<file path="config.mk">
export PLATFORM = sky130hd
export DESIGN_NAME = m92_sound_latch_flat
export DESIGN_NICKNAME = d
export VERILOG_FILES = /design/src/rtl/m92_sound_latch_if.sv /design/src/rtl/m92_sound_latch.sv /design/src/flat_wrapper.sv
export SDC_FILE = /design/constraint.sdc
export NUM_CORES = 1
export LEC_CHECK = 0
export ABC_AREA = 1
export BUFFER_PORTS_ARGS = -buffer_cell sky130_fd_sc_hd__buf_2
export CAP_MARGIN = 10
export CORE_MARGIN = 4
export CORE_UTILIZATION = 40
export CTS_CLUSTER_SIZE = 25
export DETAILED_ROUTE_END_ITERATION = 12
export PLACE_DENSITY = 0.57
export SLEW_MARGIN = 20
export SYNTH_ARGS = -nofsm -noshare
export SYNTH_HDL_FRONTEND = slang
export SYNTH_SLANG_ARGS = --single-unit
</file>
<file path="constraint.sdc">
create_clock -name clk -period 3.4 [get_ports clk]
set_clock_uncertainty 0.15 [all_clocks]
set_input_delay 0.68 -clock clk [delete_from_list [all_inputs] [get_ports clk]]
set_output_delay 0.68 -clock clk [all_outputs]
set_load 0.01 [all_outputs]
</file>
<file path="src/rtl/m92_sound_latch_if.sv">
// Command/reply bus between the main CPU, the sound CPU and the sound latch.
// Signals:
//   main_wr/main_din   command write from the main CPU (IO 0x00)
//   main_rd            reply read strobe from the main CPU (IO 0x08)
//   main_dout/main_irq reply latch contents / reply pending level
//   snd_rd/snd_dout    command pop strobe / FIFO head (0xFF when empty)
//   snd_wr/snd_din     reply write from the sound CPU
//   snd_ack/snd_irq    IRQ acknowledge / command-available interrupt
//   cmd_count          FIFO occupancy
//   overflow           sticky flag: a command byte was dropped
// Modports: master = CPU side (drives strobes), slave = the latch.
interface m92_sound_latch_if #(
  parameter int DEPTH = 4
);
  localparam int CW = $clog2(DEPTH) + 1;

  logic          main_wr;
  logic [7:0]    main_din;
  logic          main_rd;
  logic [7:0]    main_dout;
  logic          main_irq;
  logic          snd_rd;
  logic [7:0]    snd_dout;
  logic          snd_wr;
  logic [7:0]    snd_din;
  logic          snd_ack;
  logic          snd_irq;
  logic [CW-1:0] cmd_count;
  logic          overflow;

  modport master (
    output main_wr, main_din, main_rd, snd_rd, snd_wr, snd_din, snd_ack,
    input  main_dout, main_irq, snd_dout, snd_irq, cmd_count, overflow
  );

  modport slave (
    input  main_wr, main_din, main_rd, snd_rd, snd_wr, snd_din, snd_ack,
    output main_dout, main_irq, snd_dout, snd_irq, cmd_count, overflow
  );
endinterface

</file>
<file path="src/rtl/m92_sound_latch.sv">
// M92 sound latch: main-to-sound command FIFO with a rate-limited
// command-available interrupt, and a single-byte sound-to-main reply latch.
// Ports:
//   clk    system clock (CLK_32M), rising edge
//   reset  asynchronous, active-high
//   bus    m92_sound_latch_if.slave (see interface header for signals)
// Parameters:
//   DEPTH   command FIFO depth, power of two, 2..16
//   HOLDOFF cycles after snd_ack before snd_irq may re-assert, 1..255
module m92_sound_latch #(
  parameter int DEPTH   = 4,
  parameter int HOLDOFF = 16
) (
  input  logic                 clk,
  input  logic                 reset,
  m92_sound_latch_if.slave     bus
);
  localparam int AW = $clog2(DEPTH);
  localparam int CW = AW + 1;

  typedef enum logic [1:0] {
    IDLE   = 2'd0,
    ASSERT = 2'd1,
    HOLD   = 2'd2
  } irq_state_t;

  logic [7:0]    mem [DEPTH];
  logic [AW-1:0] wptr;
  logic [AW-1:0] rptr;
  logic [CW-1:0] count;
  logic          ovf;

  logic          full;
  logic          empty;
  logic          push;
  logic          pop;
  logic          drop;

  irq_state_t    state;
  logic [7:0]    hold_cnt;
  logic          irq_q;

  logic [7:0]    reply;
  logic          reply_pending;

  // Full/empty come from the occupancy count alone; pointers are free to
  // alias when full. A pop on a full FIFO frees the head slot in the same
  // edge, so the simultaneous push is accepted rather than dropped.
  always_comb begin
    full  = (count == CW'(DEPTH));
    empty = (count == '0);
    pop   = bus.snd_rd && !empty;
    push  = bus.main_wr && (!full || bus.snd_rd);
    drop  = bus.main_wr && full && !bus.snd_rd;
  end

  // Storage has no reset; stale entries are never visible because the
  // head is masked to 0xFF whenever count is zero.
  always_ff @(posedge clk) begin
    if (push) begin
      mem[wptr] <= bus.main_din;
    end
  end

  always_ff @(posedge clk or posedge reset) begin
    if (reset) begin
      wptr  <= '0;
      rptr  <= '0;
      count <= '0;
      ovf   <= 1'b0;
    end else begin
      if (push) begin
        wptr <= wptr + 1'b1;
      end
      if (pop) begin
        rptr <= rptr + 1'b1;
      end
      case ({push, pop})
        2'b10:   count <= count + 1'b1;
        2'b01:   count <= count - 1'b1;
        default: count <= count;
      endcase
      if (drop) begin
        ovf <= 1'b1;
      end
    end
  end

  // Interrupt sequencer. Draining the FIFO does not cancel an asserted
  // interrupt; only snd_ack does, followed by a HOLDOFF-cycle quiet period
  // and one IDLE cycle in which the registered count is re-examined.
  always_ff @(posedge clk or posedge reset) begin
    if (reset) begin
      state    <= IDLE;
      hold_cnt <= '0;
      irq_q    <= 1'b0;
    end else begin
      case (state)
        IDLE: begin
          if (count != '0) begin
            state <= ASSERT;
            irq_q <= 1'b1;
          end
        end
        ASSERT: begin
          if (bus.snd_ack) begin
            state    <= HOLD;
            hold_cnt <= 8'(HOLDOFF);
            irq_q    <= 1'b0;
          end
        end
        HOLD: begin
          if (hold_cnt <= 8'd1) begin
            state    <= IDLE;
            hold_cnt <= '0;
          end else begin
            hold_cnt <= hold_cnt - 8'd1;
          end
        end
        default: begin
          state    <= IDLE;
          hold_cnt <= '0;
          irq_q    <= 1'b0;
        end
      endcase
    end
  end

  // Reply latch: a write in the same cycle as a read wins, so the new
  // byte is never lost.
  always_ff @(posedge clk or posedge reset) begin
    if (reset) begin
      reply         <= '1;
      reply_pending <= 1'b0;
    end else begin
      if (bus.snd_wr) begin
        reply         <= bus.snd_din;
        reply_pending <= 1'b1;
      end else if (bus.main_rd) begin
        reply_pending <= 1'b0;
      end
    end
  end

  always_comb begin
    bus.snd_dout  = empty ? 8'hFF : mem[rptr];
    bus.snd_irq   = irq_q;
    bus.cmd_count = count;
    bus.overflow  = ovf;
    bus.main_dout = reply;
    bus.main_irq  = reply_pending;
  end
endmodule

</file>
<file path="src/flat_wrapper.sv">
// flat-port wrapper written by rule: the top's interface ports become plain ports
module m92_sound_latch_flat 
#(
  parameter int DEPTH   = 4,
  parameter int HOLDOFF = 16
)
  (clk, reset, bus_main_wr, bus_main_din, bus_main_rd, bus_snd_rd, bus_snd_wr, bus_snd_din, bus_snd_ack, bus_main_dout, bus_main_irq, bus_snd_dout, bus_snd_irq, bus_cmd_count, bus_overflow);
  m92_sound_latch_if #(.DEPTH(DEPTH)) bus_i ();
  input  logic clk;
  input  logic reset;
  input wire logic [$bits(bus_i.main_wr)-1:0] bus_main_wr;
  input wire logic [$bits(bus_i.main_din)-1:0] bus_main_din;
  input wire logic [$bits(bus_i.main_rd)-1:0] bus_main_rd;
  input wire logic [$bits(bus_i.snd_rd)-1:0] bus_snd_rd;
  input wire logic [$bits(bus_i.snd_wr)-1:0] bus_snd_wr;
  input wire logic [$bits(bus_i.snd_din)-1:0] bus_snd_din;
  input wire logic [$bits(bus_i.snd_ack)-1:0] bus_snd_ack;
  output wire logic [$bits(bus_i.main_dout)-1:0] bus_main_dout;
  output wire logic [$bits(bus_i.main_irq)-1:0] bus_main_irq;
  output wire logic [$bits(bus_i.snd_dout)-1:0] bus_snd_dout;
  output wire logic [$bits(bus_i.snd_irq)-1:0] bus_snd_irq;
  output wire logic [$bits(bus_i.cmd_count)-1:0] bus_cmd_count;
  output wire logic [$bits(bus_i.overflow)-1:0] bus_overflow;
  assign bus_i.main_wr = bus_main_wr;
  assign bus_i.main_din = bus_main_din;
  assign bus_i.main_rd = bus_main_rd;
  assign bus_i.snd_rd = bus_snd_rd;
  assign bus_i.snd_wr = bus_snd_wr;
  assign bus_i.snd_din = bus_snd_din;
  assign bus_i.snd_ack = bus_snd_ack;
  assign bus_main_dout = bus_i.main_dout;
  assign bus_main_irq = bus_i.main_irq;
  assign bus_snd_dout = bus_i.snd_dout;
  assign bus_snd_irq = bus_i.snd_irq;
  assign bus_cmd_count = bus_i.cmd_count;
  assign bus_overflow = bus_i.overflow;
  m92_sound_latch #(.DEPTH(DEPTH), .HOLDOFF(HOLDOFF)) u_core (.clk(clk), .reset(reset), .bus(bus_i));
endmodule
</file>
# [After elaboration in Yosys (flattened, before gate mapping)]
# Memories as Yosys holds them, arrays and structs flattened.
# Index checks and enable logic that the tools add are counted.
[totals] ff_bits=28 latchBits=0 ram_bits=32 romBits=0 output_inout_bits=22 word_cells=58 mem_count=1
[op_classes] addsub=5 n_mul=0 n_div=0 n_lt_le_gt_ge=1 eq_ne=8 shifts=0 n_mux=16 bitwise_logic=2 reduce_logical=16
[mem_list] name="u_core.mem" depth=4 width=8 rd=1 rd_ports_with_merged_regs=0 wr=1 line="m92_sound_latch.sv:27" source="logic [7:0] mem [DEPTH];"
[op_table] op="8-bit 2-to-1 mux" count=3
[op_table] op="8-bit one-hot mux with 3 select lines" count=1
[op_table] op="8-bit by 1-bit less-or-equal comparator with 1-bit output (second input constant)" count=1
[op_table] op="8-bit by 1-bit subtractor with 8-bit output (second input constant)" count=1
[op_table] op="1-bit 2-to-1 mux" count=6
[op_table] op="2-bit 2-to-1 mux" count=3
[op_table] op="2-bit one-hot mux with 3 select lines" count=1
[op_table] op="3-bit one-hot mux with 2 select lines" count=1
[op_table] op="3-bit AND reduction" count=2
[op_table] op="2-bit by 1-bit adder with 2-bit output (second input constant)" count=2
[op_table] op="2-bit by 1-bit == test with 1-bit output (second input constant)" count=2
[op_table] op="2-bit == test (second input constant)" count=2
[op_table] op="1-bit logical AND" count=4
[op_table] op="2-bit by 1-bit inequality test with 1-bit output (second input constant)" count=2
[op_table] op="2-bit nonzero test" count=2
[op_table] op="3-bit by 1-bit adder with 3-bit output (second input constant)" count=1
[op_table] op="3-bit == test (second input constant)" count=1
[op_table] op="1-bit zero test" count=3
[op_table] op="3-bit zero test" count=1
[op_table] op="1-bit one-hot mux with 3 select lines" count=1
[op_table] op="3-bit nonzero test" count=1
[op_table] op="3-bit by 1-bit subtractor with 3-bit output (second input constant)" count=1
[op_table] op="2-bit zero test" count=1
[op_table] op="2-bit inequality test (second input constant)" count=1
[op_table] op="3 further kinds" count=4

# [Logic depth before layout (Yosys ltp)]
[depth] word_depth=6 mapped_depth=12 ltp_nobuf=12

# [Least setup slack after synthesis]
# Ideal clock, no wire load.
[synth_path] kind="input to register" startpoint="input bus_snd_rd" endpoint="register u_core.count[2], in the netlist u_core.bus.cmd_count[2]" setup_time_ns=0.131 arrival_ns=1.987 required_ns=3.119 slack_ns=1.132 path_stages=9 path_cell_list="inv_1 > nand2_2 > o21ai_4 > ha_1 > inv_1 > fa_1 > a21oi_1 > o21ai_0 > xor2_1"
[synth_via] elab_chain_cells=4 word_cells_on_any_way=7 cone_classes="2 x eq/ne; 1 x mux; 4 x reduce/logical"
[synth_rtl] element="start: declaration" line="flat_wrapper.sv:14" source="input wire logic [$bits(bus_i.snd_rd)-1:0] bus_snd_rd;"
[synth_rtl] element="1-bit logical OR" line="m92_sound_latch.sv:53" source="push = bus.main_wr && (!full || bus.snd_rd);"
[synth_rtl] element="1-bit logical AND" line="m92_sound_latch.sv:53"
[synth_rtl] element="2-bit by 1-bit == test with 1-bit output or 2-bit == test (tied branches)" line="m92_sound_latch.sv:78" source="case ({push, pop})"
[synth_rtl] element="3-bit one-hot mux with 2 select lines or 2-bit nonzero test (tied branches)"
[synth_rtl] element="end signal: assignment" line="m92_sound_latch.sv:79" source="2'b10: count <= count + 1'b1;"
[synth_rtl] element="end signal: assignment" line="m92_sound_latch.sv:80" source="2'b01: count <= count - 1'b1;"
[synth_rtl] element="end signal: assignment" line="m92_sound_latch.sv:81" source="default: count <= count;"
[synth_rtl] element="end: declaration" line="m92_sound_latch.sv:30" source="logic [CW-1:0] count;"
# Several ways; a longest one is shown, not always the timed one.
# A chain may end at the register's enable or synchronous reset.

# [Worst setup path after layout]
[layout_path] startpoint="register u_core.rptr[0]" endpoint="output bus_snd_dout[3]"
[layout_via] elab_chain_cells=2
[layout_rtl] element="start: declaration" line="m92_sound_latch.sv:29" source="logic [AW-1:0] rptr;"
[layout_rtl] element="start signal: assignment" line="m92_sound_latch.sv:76" source="rptr <= rptr + 1'b1;"
[layout_rtl] element="memory 4 x 8 bit"
[layout_rtl] element="8-bit 2-to-1 mux" line="m92_sound_latch.sv:146" source="bus.snd_dout = empty ? 8'hFF : mem[rptr];"
[layout_rtl] element="end: declaration" line="flat_wrapper.sv:20" source="output wire logic [$bits(bus_i.snd_dout)-1:0] bus_snd_dout;"
# Every way passes these cells.

==> flow_summary.yaml <==
run_status:
  status: "finished, final reports clean"
synth:
  synth-seq-cells: 60
  async_flop_share_pct: 46.67
  yosysWarningCount: 0
  synth-edff-count: 32
  synthCells: 292
  synth.distinct_cells: 30
  yosysSeqAreaShare_pct: 58.09
  synth_area_um2: 2878
  syn_nets: 327
  synth-main-ff-cell: "edfxtp_1"
  syn_avg_cell_area_um2: 9.855
finish:
  antenna_cells: 0
  finish.net_count: 378
  fin_cells: 444
  drive_above_1_share_pct: 25.29
  area_delta_synth_final_pct: 17.26
sta:
  tightestPinTransition_ns: 0.8962
  finalSetupViolations: 0
  timing.final.crit_share_pct: 77.11
  tns_ns: 0
  period_needed_ns: 2.622
  hold_viol_final: 0
  rsz0062_at_grt: "false"
  clock.fmax_mhz: 381.4
  drv_slew: 0
  slew_headroom_pct: 40.19
cts:
  cts_setup_buffers: 0
  cts_root_buf: "clkbuf_8"
  cts_buffer_depth: 2
  cts_buffers: 9
  cts_resized: 0
  cts_hold_buf: 0
  clock_latency_ns: 0.33
  htree_levels: 3
  clkTransAtPathRegs_ns: 0.07
  cts.sinks: 60
  cts_tree: "built"
floorplanning:
  io_pins: 45
  start_util_pct: 41.67
  die-area_um2: 8616
  die_h_um: 92.82
  core_area_um2: 6907
  dieWidth_um: 92.82
  std_cell_rows: 30
critical_path:
  start_kind: "register"
  cp.required_ns: 2.57
  worstSetupPathType: "register to output port"
  crit_path_max_fanout: 18
  cp_data_arrival_time_ns: 1.79
  cp-end-kind: "output port"
power:
  finalPower_uw: 2976
  irDropWorstVdd_mv: 0.2379
  p_leak_uw: 0.001568
  power_density_nw_per_um2: 882.1
drt:
  antenna_left: 0
  drcViolationCount: 0
  routed_wl_um: 5536
  num_vias: 2001
  first_iter_violations: 58
  route.detailed.wl_per_inst_um: 12.47
  vias_per_cell: 4.507
  dr.pass1.iters: 4
placement:
  dp_hpwl_um: 3922
  io_buffers: 44
  dp.cells: 428
  gp_congestion: 0.8117
global_routing:
  grt_use_total_pct: 14.24
  grt_first_pass_wirelength_um: 9446
  grt_remaining_overflow: 0
  grt_max_degree: 23
  antenna_found_initial: 0
  grt_pass1_vias: 2069
job:
  cap_violations: 0
min_path:
  hp-class: "register to register"
[final cells by class]
| cell class | instances | area, um^2 |
|---|---|---|
| flip-flops and latches | 60 | 1672 |
| clock buffers | 9 | 123.9 |
| repair buffers | 45 | 227.7 |
| clock inverters | 7 | 67.56 |
| inverters | 38 | 147.6 |
| well taps | 96 | 120.1 |
| fillers | 685 | 3532 |
| multi-input cells | 189 | 1016 |
[through the flow]
step	setup WS, ns	cell area, um^2	util (%)	hold slack [ns]
after floorplan	1.132	2878	-	0.3088
after global placement	0.9344	3183	46.09	0.2991
after detailed placement	0.8830	3183	46.09	0.3035
after CTS	0.7694	3374	48.86	0.3140
after global routing	0.6319	3374	48.86	0.3322
final	0.7782	3374	48.86	0.3102
[critical path: stages, from the launching register on]
cell and delay [ns]:
dfrtp_1 0.62, inv_4 0.30, a21oi_1 0.09, o21ai_0 0.27, buf_2 0.19
[state kept, by name, indices dropped and copies added, names as in the netlist, 2 cells and up]
register and flops:
u_core.mem 32, u_core.bus.main_dout 8, u_core.hold_cnt 8, u_core.bus.cmd_count 3, u_core.rptr 2, u_core.state 2, u_core.wptr 2
[routing by layer]
| metal | up-vias | routed length [um] | global-route usage [%] |
|---|---|---|---|
| li1 | 1030 | - | - |
| met1 | 924 | 2347 | 16.08 |
| met2 | 41 | 2845 | 25.07 |
| met3 | 6 | 290 | 4.630 |
| met4 | 0 | 53 | 5.006 |
| met5 | - | 0 | 0 |
[path summary, 6_finish.rpt]
kind | startpoint | cells past startpoint | slack, ns | to
max in group asynchronous | reset | 3 | 2.00 | u_core.bus.main_dout[2]$_DFFE_PP1P_
min in group asynchronous | reset | 2 | 0.38 | u_core.hold_cnt[6]$_DFFE_PP0P_
min reg2reg | u_core.bus.main_dout[6]$_DFFE_PP1P_ | 2 | 0.31 | u_core.bus.main_dout[6]$_DFFE_PP1P_
max reg2reg | u_core.bus.cmd_count[1]$_DFFE_PP0P_ | 9 | 1.25 | u_core.bus.cmd_count[2]$_DFFE_PP0P_
max | u_core.rptr[0]$_DFFE_PP0P_ | 4 | 0.78 | bus_snd_dout[3]
min | u_core.bus.main_dout[6]$_DFFE_PP1P_ | 2 | 0.31 | u_core.bus.main_dout[6]$_DFFE_PP1P_
[synth_stat cells (all sizes together), types with 5 or more instances]
library cell / number / share of area [%]
a21oi: 21 / 3.7
buf: 5 / 1.5
dfrtp: 20 / 17
dfstp: 8 / 7.3
edfxtp: 32 / 33
ha: 11 / 4.8
inv: 37 / 5.0
nand2: 91 / 13
nand3: 6 / 1.2
nor2: 34 / 5.6
o21ai: 17 / 3.3
xor2: 5 / 1.8
[placed cells by master, fill, tap and decap left out, drive strengths merged]
master    synthesis  final
inv              37     37
dfstp             8      8
dfrtp            20     20
bufinv            0      1
nand2            91     91
nand4             1      1
buf               5     45
edfxtp           32     32
xor2              5      5
o21ai            17     17
nor2             34     34
clkinvlp          0      2
clkbuf            0      9
a21oi            21     21
a41o              1      1
fa                1      1
ha               11     11
xnor2             1      1
clkinv            1      5
nand3             6      6
[power breakdown]
| group | internal [uW] | total (uW) | switching (uW) |
|---|---|---|---|
| registers | 968 | 1120 | 150 |
| logic | 454 | 1240 | 789 |
| clock network | 334 | 614 | 280 |
| total | 1760 | 2980 | 1220 |
[cell families after synthesis]
kind of cell / share of synthesized area, %
compound gates: 7.348
flops: 58.09
xor+xnor: 2.087
buf+inv: 6.608
simple gates: 20.39
fa+ha+maj: 5.478
No activity file was read; power rests on OpenSTA's default activity.
